**src/rtl/instruction_fetch_sequencer_if.sv**
```systemverilog
// Handshake/bus bundle between the fetch sequencer, program ROM and decoder.
interface instruction_fetch_sequencer_if #(
    parameter int unsigned PC_W = 8
);
    // Run control
    logic            run;
    logic            step;
    // Program ROM port
    logic            rom_rd;
    logic [PC_W-1:0] rom_addr;
    logic [10:0]     rom_data;
    logic            rom_valid;
    // Decoder instruction channel
    logic [4:0]      op;
    logic [2:0]      lr;
    logic [2:0]      sr;
    logic            instr_valid;
    logic            instr_ready;
    // Decoder PC feedback
    logic            pc_nld;
    logic            skip;
    logic [PC_W-1:0] jump_addr;
    // Status
    logic [PC_W-1:0] pc;
    logic            busy;
    logic            fetch_err;

    // Sequencer side
    modport master (
        input  run, step, rom_data, rom_valid, instr_ready, pc_nld, skip, jump_addr,
        output rom_rd, rom_addr, op, lr, sr, instr_valid, pc, busy, fetch_err
    );

    // Environment side (ROM, decoder, run control)
    modport slave (
        output run, step, rom_data, rom_valid, instr_ready, pc_nld, skip, jump_addr,
        input  rom_rd, rom_addr, op, lr, sr, instr_valid, pc, busy, fetch_err
    );
endinterface

```
**src/rtl/instruction_fetch_sequencer.sv**
```systemverilog
// Instruction fetch sequencer: holds the PC, reads program ROM, issues OP/LR/SR to the
// decoder over valid/ready and updates the PC from jump/skip feedback at accept.
module instruction_fetch_sequencer #(
    parameter int unsigned PC_W    = 8,
    parameter int unsigned TIMEOUT = 16
) (
    input logic                           clk,
    input logic                           rst,
    instruction_fetch_sequencer_if.master bus
);

    localparam int unsigned CNT_W = (TIMEOUT > 1) ? $clog2(TIMEOUT) : 1;
    localparam logic [CNT_W-1:0] CNT_LAST = CNT_W'(TIMEOUT - 1);

    typedef enum logic [2:0] {
        S_IDLE  = 3'd0,
        S_FETCH = 3'd1,
        S_WAIT  = 3'd2,
        S_ISSUE = 3'd3,
        S_HALT  = 3'd4
    } state_t;

    state_t           state_q, state_d;
    logic [PC_W-1:0]  pc_q, pc_d;
    logic             rom_rd_q, rom_rd_d;
    logic [PC_W-1:0]  rom_addr_q, rom_addr_d;
    logic [4:0]       op_q, op_d;
    logic [2:0]       lr_q, lr_d;
    logic [2:0]       sr_q, sr_d;
    logic             instr_valid_q, instr_valid_d;
    logic             fetch_err_q, fetch_err_d;
    logic             step_q, step_d;
    logic [CNT_W-1:0] cnt_q, cnt_d;

    // State and output registers
    always_ff @(posedge clk or posedge rst) begin
        if (rst) begin
            state_q       <= S_IDLE;
            pc_q          <= '0;
            rom_rd_q      <= 1'b0;
            rom_addr_q    <= '0;
            op_q          <= '0;
            lr_q          <= '0;
            sr_q          <= '0;
            instr_valid_q <= 1'b0;
            fetch_err_q   <= 1'b0;
            step_q        <= 1'b0;
            cnt_q         <= '0;
        end else begin
            state_q       <= state_d;
            pc_q          <= pc_d;
            rom_rd_q      <= rom_rd_d;
            rom_addr_q    <= rom_addr_d;
            op_q          <= op_d;
            lr_q          <= lr_d;
            sr_q          <= sr_d;
            instr_valid_q <= instr_valid_d;
            fetch_err_q   <= fetch_err_d;
            step_q        <= step_d;
            cnt_q         <= cnt_d;
        end
    end

    // Next-state, PC update and registered-output decode
    always_comb begin
        state_d       = state_q;
        pc_d          = pc_q;
        rom_rd_d      = 1'b0;
        rom_addr_d    = rom_addr_q;
        op_d          = op_q;
        lr_d          = lr_q;
        sr_d          = sr_q;
        instr_valid_d = instr_valid_q;
        fetch_err_d   = fetch_err_q;
        cnt_d         = cnt_q;
        // STEP is only meaningful in stepped mode; repeated pulses collapse into one
        step_d        = step_q | (bus.step & ~bus.run);

        unique case (state_q)
            S_IDLE: begin
                if (bus.run || step_q) begin
                    state_d = S_FETCH;
                    step_d  = bus.step & ~bus.run;
                end
            end
            S_FETCH: begin
                cnt_d   = '0;
                state_d = S_WAIT;
            end
            S_WAIT: begin
                if (bus.rom_valid) begin
                    op_d          = bus.rom_data[10:6];
                    lr_d          = bus.rom_data[5:3];
                    sr_d          = bus.rom_data[2:0];
                    instr_valid_d = 1'b1;
                    state_d       = S_ISSUE;
                end else if (cnt_q == CNT_LAST) begin
                    fetch_err_d = 1'b1;
                    state_d     = S_HALT;
                end else begin
                    cnt_d = cnt_q + CNT_W'(1);
                end
            end
            S_ISSUE: begin
                if (bus.instr_ready) begin
                    instr_valid_d = 1'b0;
                    // Jump has priority over skip; arithmetic wraps at 2^PC_W
                    if (!bus.pc_nld) begin
                        pc_d = bus.jump_addr;
                    end else if (bus.skip) begin
                        pc_d = pc_q + PC_W'(2);
                    end else begin
                        pc_d = pc_q + PC_W'(1);
                    end
                    state_d = bus.run ? S_FETCH : S_IDLE;
                end
            end
            S_HALT: begin
                state_d = S_HALT;
            end
            default: begin
                state_d = S_IDLE;
            end
        endcase

        // Read strobe and address are registered so they line up with the FETCH cycle
        if (state_d == S_FETCH) begin
            rom_rd_d   = 1'b1;
            rom_addr_d = pc_d;
        end
    end

    assign bus.rom_rd      = rom_rd_q;
    assign bus.rom_addr    = rom_addr_q;
    assign bus.op          = op_q;
    assign bus.lr          = lr_q;
    assign bus.sr          = sr_q;
    assign bus.instr_valid = instr_valid_q;
    assign bus.pc          = pc_q;
    assign bus.fetch_err   = fetch_err_q;
    assign bus.busy        = (state_q != S_IDLE) && (state_q != S_HALT);

endmodule

```
**src/flat_wrapper.sv**
```systemverilog
// flat-port wrapper written by rule: the top's interface ports become plain ports
module instruction_fetch_sequencer_flat 
#(
    parameter int unsigned PC_W    = 8,
    parameter int unsigned TIMEOUT = 16
)
  (clk, rst, bus_run, bus_step, bus_rom_data, bus_rom_valid, bus_instr_ready, bus_pc_nld, bus_skip, bus_jump_addr, bus_rom_rd, bus_rom_addr, bus_op, bus_lr, bus_sr, bus_instr_valid, bus_pc, bus_busy, bus_fetch_err);
  instruction_fetch_sequencer_if #(.PC_W(PC_W)) bus_i ();
  input logic clk;
  input logic rst;
  input wire logic [$bits(bus_i.run)-1:0] bus_run;
  input wire logic [$bits(bus_i.step)-1:0] bus_step;
  input wire logic [$bits(bus_i.rom_data)-1:0] bus_rom_data;
  input wire logic [$bits(bus_i.rom_valid)-1:0] bus_rom_valid;
  input wire logic [$bits(bus_i.instr_ready)-1:0] bus_instr_ready;
  input wire logic [$bits(bus_i.pc_nld)-1:0] bus_pc_nld;
  input wire logic [$bits(bus_i.skip)-1:0] bus_skip;
  input wire logic [$bits(bus_i.jump_addr)-1:0] bus_jump_addr;
  output wire logic [$bits(bus_i.rom_rd)-1:0] bus_rom_rd;
  output wire logic [$bits(bus_i.rom_addr)-1:0] bus_rom_addr;
  output wire logic [$bits(bus_i.op)-1:0] bus_op;
  output wire logic [$bits(bus_i.lr)-1:0] bus_lr;
  output wire logic [$bits(bus_i.sr)-1:0] bus_sr;
  output wire logic [$bits(bus_i.instr_valid)-1:0] bus_instr_valid;
  output wire logic [$bits(bus_i.pc)-1:0] bus_pc;
  output wire logic [$bits(bus_i.busy)-1:0] bus_busy;
  output wire logic [$bits(bus_i.fetch_err)-1:0] bus_fetch_err;
  assign bus_i.run = bus_run;
  assign bus_i.step = bus_step;
  assign bus_i.rom_data = bus_rom_data;
  assign bus_i.rom_valid = bus_rom_valid;
  assign bus_i.instr_ready = bus_instr_ready;
  assign bus_i.pc_nld = bus_pc_nld;
  assign bus_i.skip = bus_skip;
  assign bus_i.jump_addr = bus_jump_addr;
  assign bus_rom_rd = bus_i.rom_rd;
  assign bus_rom_addr = bus_i.rom_addr;
  assign bus_op = bus_i.op;
  assign bus_lr = bus_i.lr;
  assign bus_sr = bus_i.sr;
  assign bus_instr_valid = bus_i.instr_valid;
  assign bus_pc = bus_i.pc;
  assign bus_busy = bus_i.busy;
  assign bus_fetch_err = bus_i.fetch_err;
  instruction_fetch_sequencer #(.PC_W(PC_W), .TIMEOUT(TIMEOUT)) u_core (.clk(clk), .rst(rst), .bus(bus_i));
endmodule
```
**config.mk**
```make
export PLATFORM = sky130hd
export DESIGN_NAME = instruction_fetch_sequencer_flat
export DESIGN_NICKNAME = d
export VERILOG_FILES = /design/src/rtl/instruction_fetch_sequencer_if.sv /design/src/rtl/instruction_fetch_sequencer.sv /design/src/flat_wrapper.sv
export SDC_FILE = /design/constraint.sdc
export NUM_CORES = 1
export LEC_CHECK = 0
export BUFFER_PORTS_ARGS = -buffer_cell sky130_fd_sc_hd__buf_2
export CAP_MARGIN = 20
export CORE_AREA = 8 8 84 86
export CTS_BUF_LIST = sky130_fd_sc_hd__clkbuf_16
export DETAILED_ROUTE_END_ITERATION = 8
export DIE_AREA = 0 0 92 94
export SETUP_SLACK_MARGIN = 0.4
export SYNTH_ARGS = -nofsm -noshare
export SYNTH_HDL_FRONTEND = slang
export SYNTH_SLANG_ARGS = --single-unit
```
**constraint.sdc**
```tcl
create_clock -name clk -period 2.1 [get_ports clk]
set_clock_uncertainty 0.05 [all_clocks]
set_input_delay 0.42 -clock clk [delete_from_list [all_inputs] [get_ports clk]]
set_output_delay 0.42 -clock clk [all_outputs]
set_load 0.02 [all_outputs]
```
# Word level (Yosys, flattened, before mapping)
# Cells that the tools add are included.
# W data, S select, Z words.
# word_totals
register_bits	38
output_inout_bits	31
# classes
n_addsub	3
eq_ne	11
n_mux	19
bitwise	4
reduce_logical	10
# op_table
operator	n
$mux W8	4
$pmux W3 S5	1
$mux W3	4
$reduce_and A3 Y1	3
$add A8 B1 Y8 const B	1
$add A8 B2 Y8 const B	1
$mux W4	2
$ne A2 B2 Y1 const B	4
$pmux W4 S2	1
$eq A3 B1 Y1 const B	2
$eq A3 B2 Y1 const B	2
$mux W1	6
$add A4 B1 Y4 const B	1
$eq A4 B4 Y1 const B	1
$reduce_bool A2 Y1	2
$eq A3 B3 Y1 const B	1
$logic_not A3 Y1	1
$ne A3 B3 Y1 const B	1
$reduce_bool A3 Y1	1
$not A1 Y1	2
$pmux W1 S2	1
$reduce_and A2 Y1	1
$and A1 B1 Y1	1
$logic_and A1 B1 Y1	1
2 further kinds	2

# Longest topological paths before layout
# Gate-level depths: netlist (run 1).
# depth
word_depth	6
depth_mapped	6

# Worst setup path after synthesis (run 1)
# OpenSTA, ideal clock, no wires.
# synth_path
path_type	reg-to-reg
from	register u_core.cnt_q[0]
to	register u_core.cnt_q[3]
setup_time_ns	0.077
arrival_ns	1.721
required_time_ns	1.973
slack_ns	0.252
path_stages_with_launch	6
synth_period_minus_slack_ns	1.848
cell_sequence	dfrtp_1 > ha_1 > and3_1 > o31a_4 > or4_1 > a21oi_1
# synth_between
elab_chain_len	4
word_cells_on_any_way	7
# synth_lines
item	line	source
start, declared	instruction_fetch_sequencer.sv:33	logic [CNT_W-1:0] cnt_q, cnt_d;
start signal, assigned	instruction_fetch_sequencer.sv:60	cnt_q <= cnt_d;
$add A4 B1 Y4	instruction_fetch_sequencer.sv:101	cnt_d = cnt_q + CNT_W'(1);
$mux W4	instruction_fetch_sequencer.sv:97	end else if (cnt_q == CNT_LAST) begin
$mux W4	instruction_fetch_sequencer.sv:91	if (bus.rom_valid) begin
$pmux W4 S2	instruction_fetch_sequencer.sv:79	unique case (state_q)
# Several ways; a longest one is shown, not always the timed one. The select of a mux whose other input is x is not followed.
# A chain may end at the register's enable or synchronous reset.

# Worst setup path in the final report (run 1)
# layout_path
from	register u_core.state_q[1]
to	register u_core.rom_addr_q[6], in the netlist u_core.bus.rom_addr[6]
# layout_between
elab_chain_len	4
word_cells_on_any_way	12
# layout_lines
item	line	source
start, declared	instruction_fetch_sequencer.sv:23	state_t state_q, state_d;
start signal, assigned	instruction_fetch_sequencer.sv:50	state_q <= state_d;
$mux W3	instruction_fetch_sequencer.sv:97	
$mux W3	instruction_fetch_sequencer.sv:91	
$pmux W3 S5	instruction_fetch_sequencer.sv:79	
$eq A3 B1 Y1	instruction_fetch_sequencer.sv:127	if (state_d == S_FETCH) begin
end signal, assigned	instruction_fetch_sequencer.sv:53	rom_addr_q <= rom_addr_d;
end, declared	instruction_fetch_sequencer.sv:26	logic [PC_W-1:0] rom_addr_q, rom_addr_d;
# Several ways; a longest one is shown, not always the timed one.

==> results of run 1 <==
per-layer routing:
metal,GRT usage,up-vias,share of wire,wire [um]
met3,0.0408,6,0.063,320
met5,0,-,0,0
li1,-,783,-,-
met1,0.141,773,0.45,2240
met2,0.188,54,0.48,2440
met4,0.0282,0,0.0075,38
stage by stage:
stage,cells,hold slack (ns)
floorplan,169,0.452
global route,326,0.269
finish,326,0.200
global placement,295,0.397
CTS,316,0.213
detailed placement,295,0.402
cells in the mapped netlist, drive strengths merged (3+ instances only):
cell type	instances	share of area
mux2i	7	0.036
nand2	5	0.0095
buf	8	0.031
o21ai	10	0.025
nor3	5	0.013
dfrtp	38	0.48
ha	3	0.019
nand2b	8	0.029
mux2	18	0.12
nor2b	5	0.016
a21oi	6	0.021
or4	4	0.015
nand3	3	0.0076
nand4	4	0.013
o31ai	3	0.011
inv	10	0.019
nor2	6	0.011
power breakdown:
group	internal (mW)	switching (mW)
clock	0.676	0.280
combinational	1.02	1.02
sequential	1.04	0.240
total	2.74	1.54
worst paths after layout:
| path | start | endpoint | depth (start not counted) |
|---|---|---|---|
| worst max register to register | u_core.state_q[1] | u_core.bus.rom_addr[6] | 5 |
| min in group clk | bus_rom_data[3] | u_core.bus.lr[0] | 2 |
| worst min register to register | u_core.bus.fetch_err | u_core.bus.fetch_err | 2 |
| worst max-delay path | u_core.state_q[1] | u_core.bus.rom_addr[6] | 5 |
| worst min-delay path | rst | u_core.bus.rom_addr[2] | 3 |
| max in group asynchronous | rst | u_core.state_q[1] | 3 |
timing repair:
| action | in CTS | in global routing |
|---|---|---|
| pin swaps | 4 | 5 |
| setup endpoints to repair | 11 | 9 |
| buffers inserted | 13 | 8 |
| cloned | 0 | 2 |
| resized for setup | 7 | 3 |
| hold buffers | 0 | 0 |
state kept, by name, indices dropped and copies added, names as in the netlist, 3 cells and up:
register,count
u_core.state_q,3
u_core.bus.pc,8
u_core.bus.op,5
u_core.bus.lr,3
u_core.bus.sr,3
u_core.cnt_q,4
u_core.bus.rom_addr,8
cells by family after synthesis:
kind of cell / share of synthesized area
AO/OA/AOI/OAI: 0.134
flip-flops: 0.483
multiplexers: 0.152
AND/OR/NAND/NOR: 0.158
buffers and inverters: 0.0541
adder cells (fa/ha/maj): 0.0191
final cells by class:
cell class | instances | area, sq um | area share
Inverter | 10 | 37.5 | 0.0136
Clock buffer | 5 | 125 | 0.0455
Sequential cell | 38 | 956 | 0.348
Tap cell | 75 | 93.8 | 0.0341
Multi-Input combinational cell | 112 | 963 | 0.350
Clock inverter | 3 | 63.8 | 0.0232
Timing Repair Buffer | 83 | 510 | 0.186
worst min-delay path, stage by stage:
cell and delay [ns]:
buf_2 0.09, inv_1 0.04, buf_4 0.41
==> results.txt, run 1 <==
----------------------------------------------------
[Outcome]
  Status ... complete, no violations

[Global route]
  Global-route wire length before repair ... between 8 and 9 mm
  Overall track demand over capacity in global routing ... 0.115
  Initial antenna violation count ... 0
  Pin count of the biggest net entering global routing ... 39
  Global route total overflow ... 0
  Number of global-route vias before repair ... 1,676

[Routing]
  Post-route DRC violation count ... 0
  Number of detailed-route iterations in the first pass ... 4
  Via count ... 1,616
  Final routed wirelength across all metal layers ... about 5.0 mm
  Number of DRC violations after detailed-routing iteration 0 ... 39
  DRT antenna net count ... 0
  Post-DR vias/cell ... about 5.0
  Wire length per cell after detailed routing ... 15.5 um

[Clocking]
  Clock latency on the worst-skew pair ... roughly 0.28 ns
  Total CTS buffers ... 5
  TritonCTS clock tree ... yes
  Maximum count of clock buffers along a single path ... 2
  Clock-pin transition on the worst setup and hold timing paths ... about 0.060 ns
  CTS Root Buffer Type ... clkbuf_16
  Count of H-tree levels built during CTS ... 2
  Total clock sinks ... 38

[Yosys]
  Async set-reset flop share out of synthesis ... 1.00
  Number of enable flip-flop cells after synthesis ... 0
  Netlist area before placement ... 0.00197 sq mm
  Number of distinct library cells after synthesis ... 44
  Number of warnings reported in the yosys synthesis log ... 0
  Synth Flop Type ... dfrtp_1
  Proportion of synthesized chip area in sequential cells ... 0.483
  Mapped Avg Cell Area ... about 12 sq um
  Net count of the mapped netlist ... ~200
  Post-synthesis instance total ... 169
  Post-synthesis sequential element count ... 38

[Final layout]
  Inserted Diodes ... 0
  Ratio of cells with drive above 1 in the final layout ... 0.514
  Leading cell type in the layout, fill and taps excluded ... buf_2
  Top library cells by usage in the layout, fill and taps aside ... buf_2, dfrtp_1, buf_4
  Area Overhead vs Synth ... 39.8%
  Number of inserted filler cells in the final layout ... ~560
  Utilization of the core after routing ... 0.479
  Post-Layout Inst Area ... approximately 0.0028 sq mm
  Number of nets in the layout ... 280

[Setup path]
  Kind of end point of the critical path ... flip-flop
  Critical Path Source Type ... flip-flop
  Category of cells accounting for the largest share of critical-path delay ... flip-flops
  CP peak stage delay ... 0.44 ns
  Maximum fanout along the worst path ... 7
  Count of buffer and inverter cells on the critical path ... 1
  Highest-delay cell along the critical path ... dfrtp_2
  R2R setup slack ... 0.40 ns
  Endpoint required time on the critical path ... about 2.2 ns
  Cell breakdown of the critical path ... or2_4, o21bai_4, a21oi_4, clkbuf_16, mux2_4
  WP data arrival ... about 1.8 ns
  Type of the worst setup path ... flip-flop to flip-flop

[Timing]
  Ratio of final minimum period to clock period ... 0.812
  Hold violation total from the final report ... 0
  Maximum achievable frequency ... approximately 600 MHz
  Setup-violating endpoint count in the final report ... 0
  Max-slew violation total from the final report ... 0
  Actual slew at the worst max-slew pin ... 0.492 ns
  Final critical-path setup slack ... 0.395 ns
  Slew margin rel. ... 0.672
  RSZ-0062 raised after global routing ... true
  Total Negative Setup Slacks ... 0 ns
  Post-route minimum period ... 1.70 ns

[Floorplanning]
  Overall die height ... 94 um
  Number of top-level pins ... a little under 60
  Placeable core region ... roughly 0.0057 sq mm
  Overall die width ... between 90 and 100 um
  Die ar. ... slightly below 0.009 sq mm
  Starting Density ... 0.342
  Number of core rows ... 28

[Power]
  Static Leak ... about 1.3 nW
  Max VDD drop ... around 0.72 mV
  PnR Total Power ... ~4.3 mW
  Ratio of total power to cell area ... 1560 mW/mm^2

[Run]
  Maximum capacitance violations ... 0

[Placement]
  Routability Congestion ... between 0.7 and 0.8
  Placement-stage worst setup slack ... approximately 0.22 ns
  Half-perimeter wire length of the detailed placement result ... roughly 3.2 mm
  Cell area after placement ... about 0.0023 sq mm
  I/O Buffers ... 57

[Min path]
  Path category of the worst min-delay check ... input port to asynchronous set/reset pin

----------------------------------------------------
Note: power is estimated with default switching activity, not from simulation.
==> run 2: changes to the inputs <==
==> constraint.sdc (replaced) <==
create_clock -name clk -period 1.5 [get_ports clk]
set_clock_uncertainty 0.05 [all_clocks]
set_input_delay 0.3 -clock clk [delete_from_list [all_inputs] [get_ports clk]]
set_output_delay 0.3 -clock clk [all_outputs]
set_load 0.02 [all_outputs]
==> results.txt, run 2 (synthesis results as in run 1) <==
----------------------------------------------------
[Timing]
  Ratio of final minimum period to clock period ... 1.11 (was 0.812)
  Total Negative Setup Slacks ... -1.85 ns (was 0 ns)
  Slew margin rel. ... 0.776 (was 0.672)
  Actual slew at the worst max-slew pin ... 0.335 ns (was 0.492 ns)
  Hold violation total from the final report ... 13 (was 0)
  RSZ-0062 raised after global routing ... true (unchanged)
  Final critical-path setup slack ... -0.169 ns (was 0.395 ns)
  Setup-violating endpoint count in the final report ... 24 (was 0)
  Max-slew violation total from the final report ... 0 (unchanged)
  Post-route minimum period ... 1.67 ns (was 1.70 ns)
  Maximum achievable frequency ... 599 MHz (was 587 MHz)
  Hold slack ... -0.0649 ns (was 0.200 ns)

[Clocking]
  Count of H-tree levels built during CTS ... 2 (unchanged)
  Total CTS buffers ... 5 (unchanged)
  CTS Root Buffer Type ... clkbuf_16 (unchanged)
  Maximum count of clock buffers along a single path ... 2 (unchanged)
  Total clock sinks ... 38 (unchanged)
  TritonCTS clock tree ... yes (unchanged)
  Clock latency on the worst-skew pair ... 0.28 ns (about the same)
  Clock-pin transition on the worst setup and hold timing paths ... 0.06 ns (about the same)

[Global route]
  Number of global-route vias before repair ... 1,942 (was 1,676)
  Global-route met3 utilization ... 0.0336 (was 0.0408)
  Met1 Track Usage GR ... 0.145 (was 0.141)
  Fraction of met2 tracks used by global routing ... 0.243 (was 0.188)
  Global-route wire length before repair ... 9.31 mm (was 8.17 mm)
  Pin count of the biggest net entering global routing ... 16 (was 39)
  Initial antenna violation count ... 0 (unchanged)
  Overall track demand over capacity in global routing ... 0.133 (was 0.115)
  Global route total overflow ... 0 (unchanged)
  Layer carrying the most global-route usage ... met2 (unchanged)

[Power]
  Max VDD drop ... 1.26 mV (was 0.724 mV)
  PnR Total Power ... 7.51 mW (was 4.28 mW)
  Ratio of total power to cell area ... 2060 mW/mm^2 (was 1560 mW/mm^2)
  Static Leak ... 1.66 nW (was 1.28 nW)

[Setup path]
  Count of buffer and inverter cells on the critical path ... 0 (was 1)
  Cell breakdown of the critical path ... ha_2, and3_4, o31a_4, or4_1, a21oi_1 (was or2_4, o21bai_4, a21oi_4, clkbuf_16, mux2_4)
  Number of cells on the worst reg-to-reg path ... 5 (unchanged)
  Type of the worst setup path ... flip-flop to flip-flop (unchanged)
  Category of cells accounting for the largest share of critical-path delay ... simple AND/OR/NAND/NOR gates (was flip-flops)
  CP peak stage delay ... 0.39 ns (was 0.44 ns)
  Critical Path Source Type ... flip-flop (unchanged)
  R2R setup slack ... -0.17 ns (was 0.40 ns)
  Highest-delay cell along the critical path ... or4_1 (was dfrtp_2)
  WP data arrival ... 1.83 ns (was 1.82 ns)
  Endpoint required time on the critical path ... 1.66 ns (was 2.21 ns)
  Startpoint of the lowest-slack register-to-register path ... u_core.cnt_q[0] (was u_core.state_q[1])
  Maximum fanout along the worst path ... 4 (was 7)
  Worst reg2reg endpoint ... u_core.cnt_q[2] (was u_core.bus.rom_addr[6])
  Kind of end point of the critical path ... flip-flop (unchanged)

[Routing]
  DRT antenna net count ... 0 (unchanged)
  Number of detailed-route iterations in the first pass ... 4 (unchanged)
  Via count ... 1,807 (was 1,616)
  Post-DR vias/cell ... 4.87 (was 4.96)
  Wire length per cell after detailed routing ... 16.1 um (was 15.5 um)
  Number of DRC violations after detailed-routing iteration 0 ... 44 (was 39)
  Final routed wirelength across all metal layers ... 5.96 mm (was 5.04 mm)
  Post-route DRC violation count ... 0 (unchanged)

[Placement]
  Placement-stage worst setup slack ... -0.225 ns (was 0.225 ns)
  Routability Congestion ... 0.815 (was 0.743)
  I/O Buffers ... 57 (unchanged)
  Inst Count DP ... 330 (was 295)
  Cell area after placement ... 0.00273 sq mm (was 0.00232 sq mm)
  Half-perimeter wire length of the detailed placement result ... 3.96 mm (was 3.24 mm)

[Final layout]
  Inserted Diodes ... 0 (unchanged)
  Top library cells by usage in the layout, fill and taps aside ... buf_6, buf_4, dfrtp_1 (was buf_2, dfrtp_1, buf_4)
  Leading cell type in the layout, fill and taps excluded ... buf_6 (was buf_2)
  Number of nets in the layout ... 325 (was 280)
  Area Overhead vs Synth ... 84.9% (was 39.8%)
  Final standard cell count with taps included and fillers excluded ... 371 (was 326)
  Utilization of the core after routing ... 0.633 (was 0.479)
  Ratio of cells with drive above 1 in the final layout ... 0.699 (was 0.514)
  Post-Layout Inst Area ... 0.00364 sq mm (was 0.00275 sq mm)

[Outcome]
  Violated checks ... hold timing, setup timing
  Status ... finished with violations (was complete, no violations)

[Floorplanning]
  Placeable core region ... 0.00575 sq mm (unchanged)
  Die ar. ... 0.00865 sq mm (unchanged)
  Overall die width ... 92 um (unchanged)
  Number of core rows ... 28 (unchanged)
  Overall die height ... 94 um (unchanged)
  Starting Density ... 0.342 (unchanged)
  Number of top-level pins ... 58 (unchanged)

[Run]
  Maximum capacitance violations ... 0 (unchanged)

[Min path]
  Path category of the worst min-delay check ... input port to asynchronous set/reset pin (unchanged)

----------------------------------------------------
run 2: cell types whose count changed in the layout (fill, tap and decap cells not counted), moves of 3 or more:
cell	change
nor3_1	-3
mux2_2	-11
o21ai_2	+5
buf_6	+56
o21ai_0	-7
mux2_4	+11
buf_2	-31
buf_4	+19
run 2: worst max-delay path by stage:
| stage | startpoint | to | slack (ns) | cells past startpoint |
|---|---|---|---|---|
| 2_1_floorplan | u_core.state_q[0] | u_core.bus.rom_addr[0] | -0.26 | 5 |
| 3_3_place_gp | u_core.cnt_q[1] | u_core.cnt_q[2] | -0.21 | 5 |
| 3_5_place_dp | u_core.cnt_q[1] | u_core.cnt_q[3] | -0.23 | 5 |
| 4_1_cts | u_core.cnt_q[0] | u_core.cnt_q[3] | -0.19 | 5 |
| 5_1_grt | u_core.cnt_q[0] | u_core.cnt_q[3] | -0.23 | 5 |
| 6_report | u_core.cnt_q[0] | u_core.cnt_q[2] | -0.17 | 5 |
run 2: area by class of cell:
class,instances,area [sq um]
Timing Repair Buffer,129,1170
Tap cell,75,93.8
Multi-Input combinational cell,111,1230
Sequential cell,38,958
Inverter,10,41.3
Clock buffer,5,125
Fill cell,447,2110
Clock inverter,3,16.3
run 2: power by group:
part | switching, mW | total (mW) | internal, mW
combinational | 1.85 | 4.61 | 2.76
sequential | 0.427 | 1.89 | 1.47
clock | 0.398 | 1.00 | 0.606
total | 2.68 | 7.51 | 4.83
run 2: timing repair:
action | in CTS | in global routing
endpoints found under the setup margin | 69 | 69
pin swaps | 23 | 9
gates resized for setup | 115 | 15
cloned | 1 | 0
buffers inserted | 21 | 11
endpoints found under the hold margin | 13 | 13
run 2: metal layers:
metal  share of wire  vias to the layer above
li1                -                      866
met1            0.40                      893
met2            0.54                       41
met3           0.046                        7
met4           0.013                        0
met5               0                        -
